$ cat config.mk
export PLATFORM = sky130hd
export DESIGN_NAME = md_sched_flat
export DESIGN_NICKNAME = d
export VERILOG_FILES = /design/src/rtl/md_sched_pkg.sv /design/src/rtl/md_sched_if.sv /design/src/rtl/md_watchdog.sv /design/src/rtl/md_sched.sv /design/src/flat_wrapper.sv
export SDC_FILE = /design/constraint.sdc
export NUM_CORES = 1
export LEC_CHECK = 0
export ABC_AREA = 1
export BUFFER_PORTS_ARGS = -buffer_cell sky130_fd_sc_hd__buf_2
export CAP_MARGIN = 20
export CELL_PAD_IN_SITES_DETAIL_PLACEMENT = 0
export CELL_PAD_IN_SITES_GLOBAL_PLACEMENT = 1
export CORE_MARGIN = 3
export CORE_UTILIZATION = 35
export CTS_CLUSTER_DIAMETER = 40
export DETAILED_ROUTE_END_ITERATION = 12
export HOLD_SLACK_MARGIN = 0.15
export MAX_ROUTING_LAYER = met4
export PLACE_DENSITY = 0.9
export SETUP_SLACK_MARGIN = 0.5
export SYNTH_ARGS = -nofsm -noshare
export SYNTH_HDL_FRONTEND = slang
export SYNTH_SLANG_ARGS = --single-unit
$ cat constraint.sdc
create_clock -name clock -period 1.99 [get_ports clock]
set_input_delay 0.2985 -clock clock [delete_from_list [all_inputs] [get_ports clock]]
set_output_delay 0.2985 -clock clock [all_outputs]
set_load 0.05 [all_outputs]
$ cat src/rtl/md_sched_pkg.sv
`default_nettype none
// ============================================================================
// Module      : md_sched_pkg
// Description : Shared types and constants for the mult/div scheduler.
// Revision    : 1.0 - initial release
// ============================================================================
package md_sched_pkg;

    localparam int unsigned MD_TIMEOUT  = 40;
    localparam int unsigned WDOG_W      = 6;

    localparam logic [4:0]  RSTATUS_REG = 5'd30;
    localparam logic [31:0] MULT_EXC    = 32'd4;
    localparam logic [31:0] DIV_EXC     = 32'd5;
    localparam logic [31:0] TIMEOUT_EXC = 32'd6;

    typedef enum logic [1:0] {
        ST_IDLE = 2'd0,
        ST_BUSY = 2'd1,
        ST_HOLD = 2'd2
    } md_state_e;

    typedef struct packed {
        logic        we;
        logic [4:0]  addr;
        logic [31:0] data;
    } rf_wr_t;

endpackage
`default_nettype wire

$ cat src/rtl/md_sched_if.sv
`default_nettype none
// ============================================================================
// Module      : md_sched_if
// Description : Pipeline, multdiv-unit and regfile signals of the scheduler.
// Revision    : 1.0 - initial release
// ============================================================================
interface md_sched_if;

    logic        x_is_md;
    logic        x_is_div;
    logic [4:0]  x_rd;
    logic        md_start_mult;
    logic        md_start_div;
    logic        md_rdy;
    logic [31:0] md_result;
    logic        md_exception;
    logic        stall_md;
    logic        w_we;
    logic [4:0]  w_addr;
    logic [31:0] w_data;
    logic        rf_we;
    logic [4:0]  rf_addr;
    logic [31:0] rf_data;
    logic        md_timeout;

    modport master (
        output x_is_md, x_is_div, x_rd,
        output md_rdy, md_result, md_exception,
        output w_we, w_addr, w_data,
        input  md_start_mult, md_start_div, stall_md,
        input  rf_we, rf_addr, rf_data, md_timeout
    );

    modport slave (
        input  x_is_md, x_is_div, x_rd,
        input  md_rdy, md_result, md_exception,
        input  w_we, w_addr, w_data,
        output md_start_mult, md_start_div, stall_md,
        output rf_we, rf_addr, rf_data, md_timeout
    );

endinterface
`default_nettype wire

$ cat src/rtl/md_watchdog.sv
`default_nettype none
// ============================================================================
// Module      : md_watchdog
// Description : Busy-cycle counter; expires on the LIMIT-th enabled cycle.
// Revision    : 1.0 - initial release
// ============================================================================
module md_watchdog #(
    parameter int unsigned WIDTH = 6,
    parameter int unsigned LIMIT = 40
) (
    input  wire logic clk,
    input  wire logic rst,
    input  wire logic i_clear,
    input  wire logic i_enable,
    output logic      o_expire
);

    localparam logic [WIDTH-1:0] c_LAST = WIDTH'(LIMIT - 1);

    logic [WIDTH-1:0] r_count;

    always_ff @(posedge clk) begin
        if (rst || i_clear) begin
            r_count <= '0;
        end else if (i_enable && (r_count != '1)) begin
            r_count <= r_count + 1'b1;
        end
    end

    // Count holds the number of enabled cycles already elapsed.
    assign o_expire = i_enable && (r_count == c_LAST);

endmodule
`default_nettype wire

$ cat src/rtl/md_sched.sv
`default_nettype none
// ============================================================================
// Module      : md_sched
// Description : Sequences mult/div operations and arbitrates the regfile port.
// Revision    : 1.0 - initial release
// ============================================================================
module md_sched
    import md_sched_pkg::*;
#(
    parameter int unsigned TIMEOUT_CYCLES = MD_TIMEOUT
) (
    input  wire logic clock,
    input  wire logic reset,
    md_sched_if.slave bus
);

    md_state_e   r_state;
    md_state_e   w_next_state;
    logic [4:0]  r_rd;
    logic        r_is_div;
    rf_wr_t      r_buf;
    rf_wr_t      w_commit;
    logic        r_timeout;
    logic        w_start;
    logic        w_busy;
    logic        w_expire;
    logic        w_done;

    assign w_start = (r_state == ST_IDLE) && bus.x_is_md;
    assign w_busy  = (r_state == ST_BUSY);
    assign w_done  = w_busy && (bus.md_rdy || w_expire);

    md_watchdog #(
        .WIDTH (WDOG_W),
        .LIMIT (TIMEOUT_CYCLES)
    ) u_wdog (
        .clk      (clock),
        .rst      (reset),
        .i_clear  (w_start),
        .i_enable (w_busy),
        .o_expire (w_expire)
    );

    // md_rdy wins over a coincident expiry.
    always_comb begin
        w_commit = '0;
        if (bus.md_rdy) begin
            if (bus.md_exception) begin
                w_commit.we   = 1'b1;
                w_commit.addr = RSTATUS_REG;
                w_commit.data = r_is_div ? DIV_EXC : MULT_EXC;
            end else begin
                w_commit.we   = (r_rd != 5'd0);
                w_commit.addr = r_rd;
                w_commit.data = bus.md_result;
            end
        end else begin
            w_commit.we   = 1'b1;
            w_commit.addr = RSTATUS_REG;
            w_commit.data = TIMEOUT_EXC;
        end
    end

    always_ff @(posedge clock) begin
        if (reset) begin
            r_state <= ST_IDLE;
        end else begin
            r_state <= w_next_state;
        end
    end

    always_comb begin
        w_next_state = r_state;
        case (r_state)
            ST_IDLE: if (bus.x_is_md) w_next_state = ST_BUSY;
            ST_BUSY: if (w_done)      w_next_state = bus.w_we ? ST_HOLD : ST_IDLE;
            ST_HOLD: if (!bus.w_we)   w_next_state = ST_IDLE;
            default:                  w_next_state = ST_IDLE;
        endcase
    end

    always_comb begin
        bus.md_start_mult = 1'b0;
        bus.md_start_div  = 1'b0;
        bus.stall_md      = 1'b0;
        bus.rf_we         = bus.w_we;
        bus.rf_addr       = bus.w_addr;
        bus.rf_data       = bus.w_data;
        case (r_state)
            ST_IDLE: begin
                bus.md_start_mult = bus.x_is_md & ~bus.x_is_div;
                bus.md_start_div  = bus.x_is_md &  bus.x_is_div;
                bus.stall_md      = bus.x_is_md;
            end
            ST_BUSY: begin
                bus.stall_md = 1'b1;
                if (w_done && !bus.w_we) begin
                    bus.rf_we   = w_commit.we;
                    bus.rf_addr = w_commit.addr;
                    bus.rf_data = w_commit.data;
                end
            end
            ST_HOLD: begin
                bus.stall_md = 1'b1;
                if (!bus.w_we) begin
                    bus.rf_we   = r_buf.we;
                    bus.rf_addr = r_buf.addr;
                    bus.rf_data = r_buf.data;
                end
            end
            default: ;
        endcase
    end

    always_ff @(posedge clock) begin
        if (reset) begin
            r_rd      <= 5'd0;
            r_is_div  <= 1'b0;
            r_buf     <= '0;
            r_timeout <= 1'b0;
        end else begin
            if (w_start) begin
                r_rd     <= bus.x_rd;
                r_is_div <= bus.x_is_div;
            end
            if (w_done && bus.w_we) begin
                r_buf <= w_commit;
            end
            if (w_busy && w_expire && !bus.md_rdy) begin
                r_timeout <= 1'b1;
            end
        end
    end

    assign bus.md_timeout = r_timeout;

endmodule
`default_nettype wire

$ cat src/flat_wrapper.sv
// flat-port wrapper written by rule: the top's interface ports become plain ports
module md_sched_flat import md_sched_pkg::*;
#(
    parameter int unsigned TIMEOUT_CYCLES = MD_TIMEOUT
)
  (clock, reset, bus_x_is_md, bus_x_is_div, bus_x_rd, bus_md_rdy, bus_md_result, bus_md_exception, bus_w_we, bus_w_addr, bus_w_data, bus_md_start_mult, bus_md_start_div, bus_stall_md, bus_rf_we, bus_rf_addr, bus_rf_data, bus_md_timeout);
  md_sched_if bus_i ();
  input  wire logic clock;
  input  wire logic reset;
  input wire logic [$bits(bus_i.x_is_md)-1:0] bus_x_is_md;
  input wire logic [$bits(bus_i.x_is_div)-1:0] bus_x_is_div;
  input wire logic [$bits(bus_i.x_rd)-1:0] bus_x_rd;
  input wire logic [$bits(bus_i.md_rdy)-1:0] bus_md_rdy;
  input wire logic [$bits(bus_i.md_result)-1:0] bus_md_result;
  input wire logic [$bits(bus_i.md_exception)-1:0] bus_md_exception;
  input wire logic [$bits(bus_i.w_we)-1:0] bus_w_we;
  input wire logic [$bits(bus_i.w_addr)-1:0] bus_w_addr;
  input wire logic [$bits(bus_i.w_data)-1:0] bus_w_data;
  output wire logic [$bits(bus_i.md_start_mult)-1:0] bus_md_start_mult;
  output wire logic [$bits(bus_i.md_start_div)-1:0] bus_md_start_div;
  output wire logic [$bits(bus_i.stall_md)-1:0] bus_stall_md;
  output wire logic [$bits(bus_i.rf_we)-1:0] bus_rf_we;
  output wire logic [$bits(bus_i.rf_addr)-1:0] bus_rf_addr;
  output wire logic [$bits(bus_i.rf_data)-1:0] bus_rf_data;
  output wire logic [$bits(bus_i.md_timeout)-1:0] bus_md_timeout;
  assign bus_i.x_is_md = bus_x_is_md;
  assign bus_i.x_is_div = bus_x_is_div;
  assign bus_i.x_rd = bus_x_rd;
  assign bus_i.md_rdy = bus_md_rdy;
  assign bus_i.md_result = bus_md_result;
  assign bus_i.md_exception = bus_md_exception;
  assign bus_i.w_we = bus_w_we;
  assign bus_i.w_addr = bus_w_addr;
  assign bus_i.w_data = bus_w_data;
  assign bus_md_start_mult = bus_i.md_start_mult;
  assign bus_md_start_div = bus_i.md_start_div;
  assign bus_stall_md = bus_i.stall_md;
  assign bus_rf_we = bus_i.rf_we;
  assign bus_rf_addr = bus_i.rf_addr;
  assign bus_rf_data = bus_i.rf_data;
  assign bus_md_timeout = bus_i.md_timeout;
  md_sched #(.TIMEOUT_CYCLES(TIMEOUT_CYCLES)) u_core (.clock(clock), .reset(reset), .bus(bus_i));
endmodule
# Word level (Yosys, flattened, before mapping)
# Index checks and enable logic that the tools add are counted.
classes:
  n_eq_ne: 7
  n_addsub: 1
  bitwise_logic: 3
  reduce_logical: 16
  mux: 20
ops:
  columns: ["operator", "count"]
  rows:
  - ["$mux W38", 2]
  - ["$mux W32", 2]
  - ["$pmux W32 S2", 1]
  - ["$mux W5", 2]
  - ["$pmux W5 S2", 1]
  - ["$logic_and A1 B1 Y1", 8]
  - ["$mux W2", 4]
  - ["$add A6 B1 Y6 const B", 1]
  - ["$eq A6 B6 Y1 const B", 1]
  - ["$ne A6 B6 Y1 const B", 1]
  - ["$pmux W2 S3", 1]
  - ["$mux W1", 5]
  - ["$reduce_bool A5 Y1", 1]
  - ["$ne A2 B2 Y1 const B", 2]
  - ["$pmux W1 S2", 2]
  - ["$reduce_and A3 Y1", 1]
  - ["$and A1 B1 Y1", 2]
  - ["$eq A2 B1 Y1 const B", 1]
  - ["$eq A2 B2 Y1 const B", 1]
  - ["$logic_not A1 Y1", 2]
  - ["$logic_not A2 Y1", 1]
  - ["$logic_or A1 B1 Y1", 2]
  - ["$ne A2 B1 Y1 const B", 1]
  - ["$reduce_or A2 Y1", 1]
  - ["$not A1 Y1", 1]
word_totals:
  register_bits: 53
  in_bits: 81
  elab_cells: 55
  out_inout_bits: 42

# Depth between registers and ports, before layout
depth:
  word_depth: 7
  depth_mapped: 13
  mapped_depth_nobuf: 12

# Modules after synthesis
# From an unflattened synthesis, not the netlist that was laid out.
unflattened:
  cells_unflattened: 602
  area_unflattened_um2: 3423.3
by_module_without_submodules:
  columns: ["module", "cells_each", "seq_area_each_um2", "instances", "area_per_inst_um2"]
  rows:
  - ["md_sched", 551, 940.9, 1, 3070.4]
  - ["md_watchdog", 51, 120.1, 1, 352.8]

# Worst setup path before layout
# Ideal clock, no wire load.
synth_path:
  path_type: "register -> output"
  from: "register u_core.r_state[0]"
  to: "output bus_rf_data[10]"
  n_path_buf: 2
  path_stages_with_launch: 8
  setup_slack_ps: -551
  arrival_ps: 2242
  t_required_ps: 1691
  path_cell_list: "dfxtp_1 -> inv_1 -> ha_1 -> inv_1 -> clkbuf_1 -> clkbuf_1 -> a221oi_1 -> a21oi_1"
synth_via:
  elab_chain_cells: 7
  elab_cells_between_ends: 8
  classes_between: "eq/ne: 2; mux: 2; reduce/logical: 4"
synth_rtl:
  columns: ["element", "line", "text"]
  rows:
  - ["from (decl)", "md_sched.sv:17", "md_state_e r_state;"]
  - ["from (signal assigned)", "md_sched.sv:68", "r_state <= w_next_state;"]
  - ["$eq A2 B1 Y1", "md_sched.sv:30, md_sched.sv:89", null]
  - ["$logic_and A1 B1 Y1", "md_watchdog.sv:31", "assign o_expire = i_enable && (r_count == c_LAST);"]
  - ["$logic_or A1 B1 Y1", "md_sched.sv:31", "assign w_done = w_busy && (bus.md_rdy || w_expire);"]
  - ["$logic_and A1 B1 Y1", "md_sched.sv:31", null]
  - ["$logic_and A1 B1 Y1", "md_sched.sv:97", "if (w_done && !bus.w_we) begin"]
  - ["$mux W32", "md_sched.sv:97", null]
  - ["$pmux W32 S2 (*)", "md_sched.sv:89", "case (r_state)"]
  - ["to (decl)", "flat_wrapper.sv:24", "output wire logic [$bits(bus_i.rf_data)-1:0] bus_rf_data;"]
# Every way passes the cells marked *; elsewhere a longest branch is shown, timed or not.

# Worst setup path after layout
layout_path:
  from: "register u_core.r_state[1]"
  to: "output bus_rf_data[13]"
# Same word-level chain as after synthesis.

==> out/summary.txt <==
Final count of hold timing violations - 0
Crit end category - output pin
Number of max-cap violations - 0
Hpwl dp - 9788 um
IO buf count - 122
Crit path time final - 2.380 ns
Min-Delay Path Class - in2reg
Ys flop type - dfxtp_1
Register-to-Register Path Depth - 15
Global-route wire length before repair - 23800 um
# diodes - 0
Die height - 109.9 um
Total grt overflow - 0
Crit path arrival time - 2.08 ns
Root buffer cell - clkbuf_8
Tot Pwr - 6.826 mW
Final estimated routing congestion in global placement - 0.8195
Post-synth EDFFs - 0
Synthesized instance count - 596
I/O pin count - 123
Max clock buf depth - 2
Most frequent cell on the critical path - nand3_4
Final max-slew violation count - 0
Worst Min Path Start - bus_x_rd[0]
Detailed Route WL - 18030 um
Slowest stage cell, crit path - dfxtp_4
DR WL/cell - 19.37 um
Status - finished, violations left
Kind of critical path - reg2out
Post-synth top area cell - dfxtp_1
Startpoint class of the critical path - flop
Mean Syn Cell Area - 6.344 um2
Initial antenna violation count - 0
Core area - 0.01042 mm2
H-tree lvl count - 2
Most numerous cell in the Yosys netlist - nand2_1
Post-synth net total - 682
Crit-path max FO - 21
Fillers - 746
Final period utilization - 119.6%
R2R Setup Slk - -0.04 ns
FP Rows - 37
Vias - 5407
Yosys warning count - 0
Final worst setup slack - -0.3900 ns
Peak VDD IR - 578.8 uV
Largest net degree at the start of global routing - 38
DR vias/cell - 5.808
Lkg Pwr - 3.137 nW
Detailed Routing Iterations Pass 1 - 8
DRC - 0
Synth-to-Final Area Change - 97.06%
Worst hold margin - 0.2168 ns
Vias in the first global route - 4871
Worst skew pair latency - 0.32 ns
CTS clk-pin slew, worst paths - 0.10 ns
DP Area - 0.005584 mm2
Cell family with most CP delay - simple AND/OR/NAND/NOR gates
Worst Skew - 0.006430 ns
Layout cells sized above 1 - 58.11%
Die Width - 109.9 um
Post-route antenna net violation count - 0
Synth top area share - 28.06%
Mapped Area - 0.003781 mm2
Starting density of the core - 36.30%
Top cells by area, synth - dfxtp_1 28%, a21oi_1 11%, nand2_1 10%, a221oi_1 8.3%, nand3_1 7.0%
FFs w/ async S/R, synth - 0%
Post-place setup slack - -0.08867 ns
Total CTS buffers - 5
Final Cell Area - 0.007451 mm2
Seq cells post-synth - 53
CTS sink count - 53
Critical Path Max Stage Delay - 0.37 ns
Yosys cell types - 30
Register area share after synthesis - 28.06%
Worst Tran Pin Value - 0.5426 ns
# setup viols final - 50
Fmax - 420.2 MHz
Relative slew slack - 63.82%
Layout net count - 880
Hold Crit Depth - 3
WP buf/inv - 4
Cell chain of the critical path - inv_4, ha_4, nand2_2, inv_2, nand3_4, nand2_4, nand3_4, buf_12, nand2_1, nand3_2, a21oi_4, buf_6
Required time of the critical path - 1.69 ns
Hold_buf cts - 0
CTS tree - done
Starting DRT DRC Count - 529
RSZ-0062 raised after global routing - true
Power per cell area - 916.1 mW/mm2
Failing checks - negative setup slack
Levels on crit path - 12
CP startpoint - u_core.r_state[1]
Global-route usage over all layers - 25.55%
R2R Path Start - u_core.r_state[1]
Die ar. - 0.01209 mm2
Top post-synthesis cells by count - 104 x nand2_1, 82 x a21oi_1, 66 x nor2_1
-- cells in the final DEF (no fill, tap or decap), types with 5 or more instances in the layout --
| cell | n |
|---|---|
| nand2_1 | 83 |
| buf_2 | 81 |
| buf_4 | 69 |
| nor2_1 | 64 |
| inv_1 | 51 |
| buf_6 | 49 |
| dfxtp_1 | 49 |
| nand3_2 | 43 |
| a21oi_4 | 40 |
| nand4_1 | 37 |
| a21oi_2 | 34 |
| a221oi_2 | 28 |
| buf_12 | 21 |
| nand2_2 | 18 |
| o21ai_0 | 12 |
| o21ai_1 | 9 |
| o21ai_2 | 9 |
| buf_8 | 9 |
| a21oi_1 | 8 |
| nand3_4 | 6 |
| a221oi_1 | 6 |
| nand3_1 | 6 |
| clkbuf_16 | 6 |
| clkbuf_8 | 5 |
| buf_16 | 5 |
-- layout make-up --
type | instances | area (um2) | share of cell area (%)
multi-input cells | 432 | 3518 | 47.22
flip-flops and latches | 53 | 1071 | 14.37
clock buffers | 6 | 72.57 | 0.9740
well taps | 136 | 170.2 | 2.284
inverters | 62 | 261.5 | 3.510
clock inverters | 2 | 38.79 | 0.5206
repair buffers | 240 | 2318 | 31.12
-- stage by stage --
stage,std cells,utilization (%),TNS (ns)
after global routing,931,71.53,-17.33
after floorplan,596,-,0
final,931,71.53,-12.73
after global placement,872,53.61,-0.6194
after detailed placement,872,53.61,-2.412
after CTS,891,61.24,-11.08
-- worst reg2reg max path, cell delays in order, from the launching register on --
cell and delay, ns:
dfxtp_4 0.38, inv_4 0.05, ha_4 0.16, nand2_2 0.06
inv_2 0.04, nand3_4 0.06, nand2_4 0.09, buf_6 0.16
buf_12 0.13, inv_4 0.05, buf_6 0.10, nor2_8 0.04
buf_12 0.14, clkbuf_16 0.16, o21ai_0 0.24, a21oi_2 0.05
-- path summary, 6_finish.rpt --
path / endpoint
worst max-delay path: bus_rf_data[13]
worst min register to register: u_core.r_buf[19]
worst max register to register: u_core.r_buf[2]
worst min-delay path: u_core.r_rd[0]
-- where the power goes --
group	switching [mW]	total [mW]	internal [mW]
Combinational	2.79	4.89	2.09
Sequential	0.0520	1.17	1.12
Clock	0.388	0.767	0.379
Total	3.23	6.83	3.59
-- what timing repair did --
item / CTS / global route
buffers inserted: 6 / 33
gates resized for setup: 129 / 170
endpoints found under the setup margin: 87 / 87
pin swaps: 1 / 39
gates cloned: 5 / 7
-- registers in the layout, indices dropped and copies added, names as in the netlist --
register	flops
u_core.r_state	2
u_core.r_is_div	1
u_core.bus.md_timeout	1
u_core.u_wdog.r_count	6
u_core.r_rd	5
u_core.r_buf	38
-- kinds of logic (layout without fill, tap and decap cells) --
group / Yosys count / in the layout / synth area share (%)
AOI/OAI and AO/OA: 156 / 156 / 24.49
DFF: 53 / 53 / 28.06
buffers and inverters: 111 / 310 / 13.00
and+or+nand+nor: 270 / 270 / 32.56
adders and majority gates: 5 / 5 / 1.655
xor gates and xnor gates: 1 / 1 / 0.2317
-- per-layer routing --
metal | wire [um] | track usage, % | vias to the layer above
met2 | 8957 | 41.59 | 284
met4 | 432 | 7.836 | 0
met3 | 1481 | 2.701 | 54
met1 | 7160 | 33.35 | 2601
met5 | 0 | - | -
li1 | - | - | 2468
No activity file was read; power rests on OpenSTA's default activity.
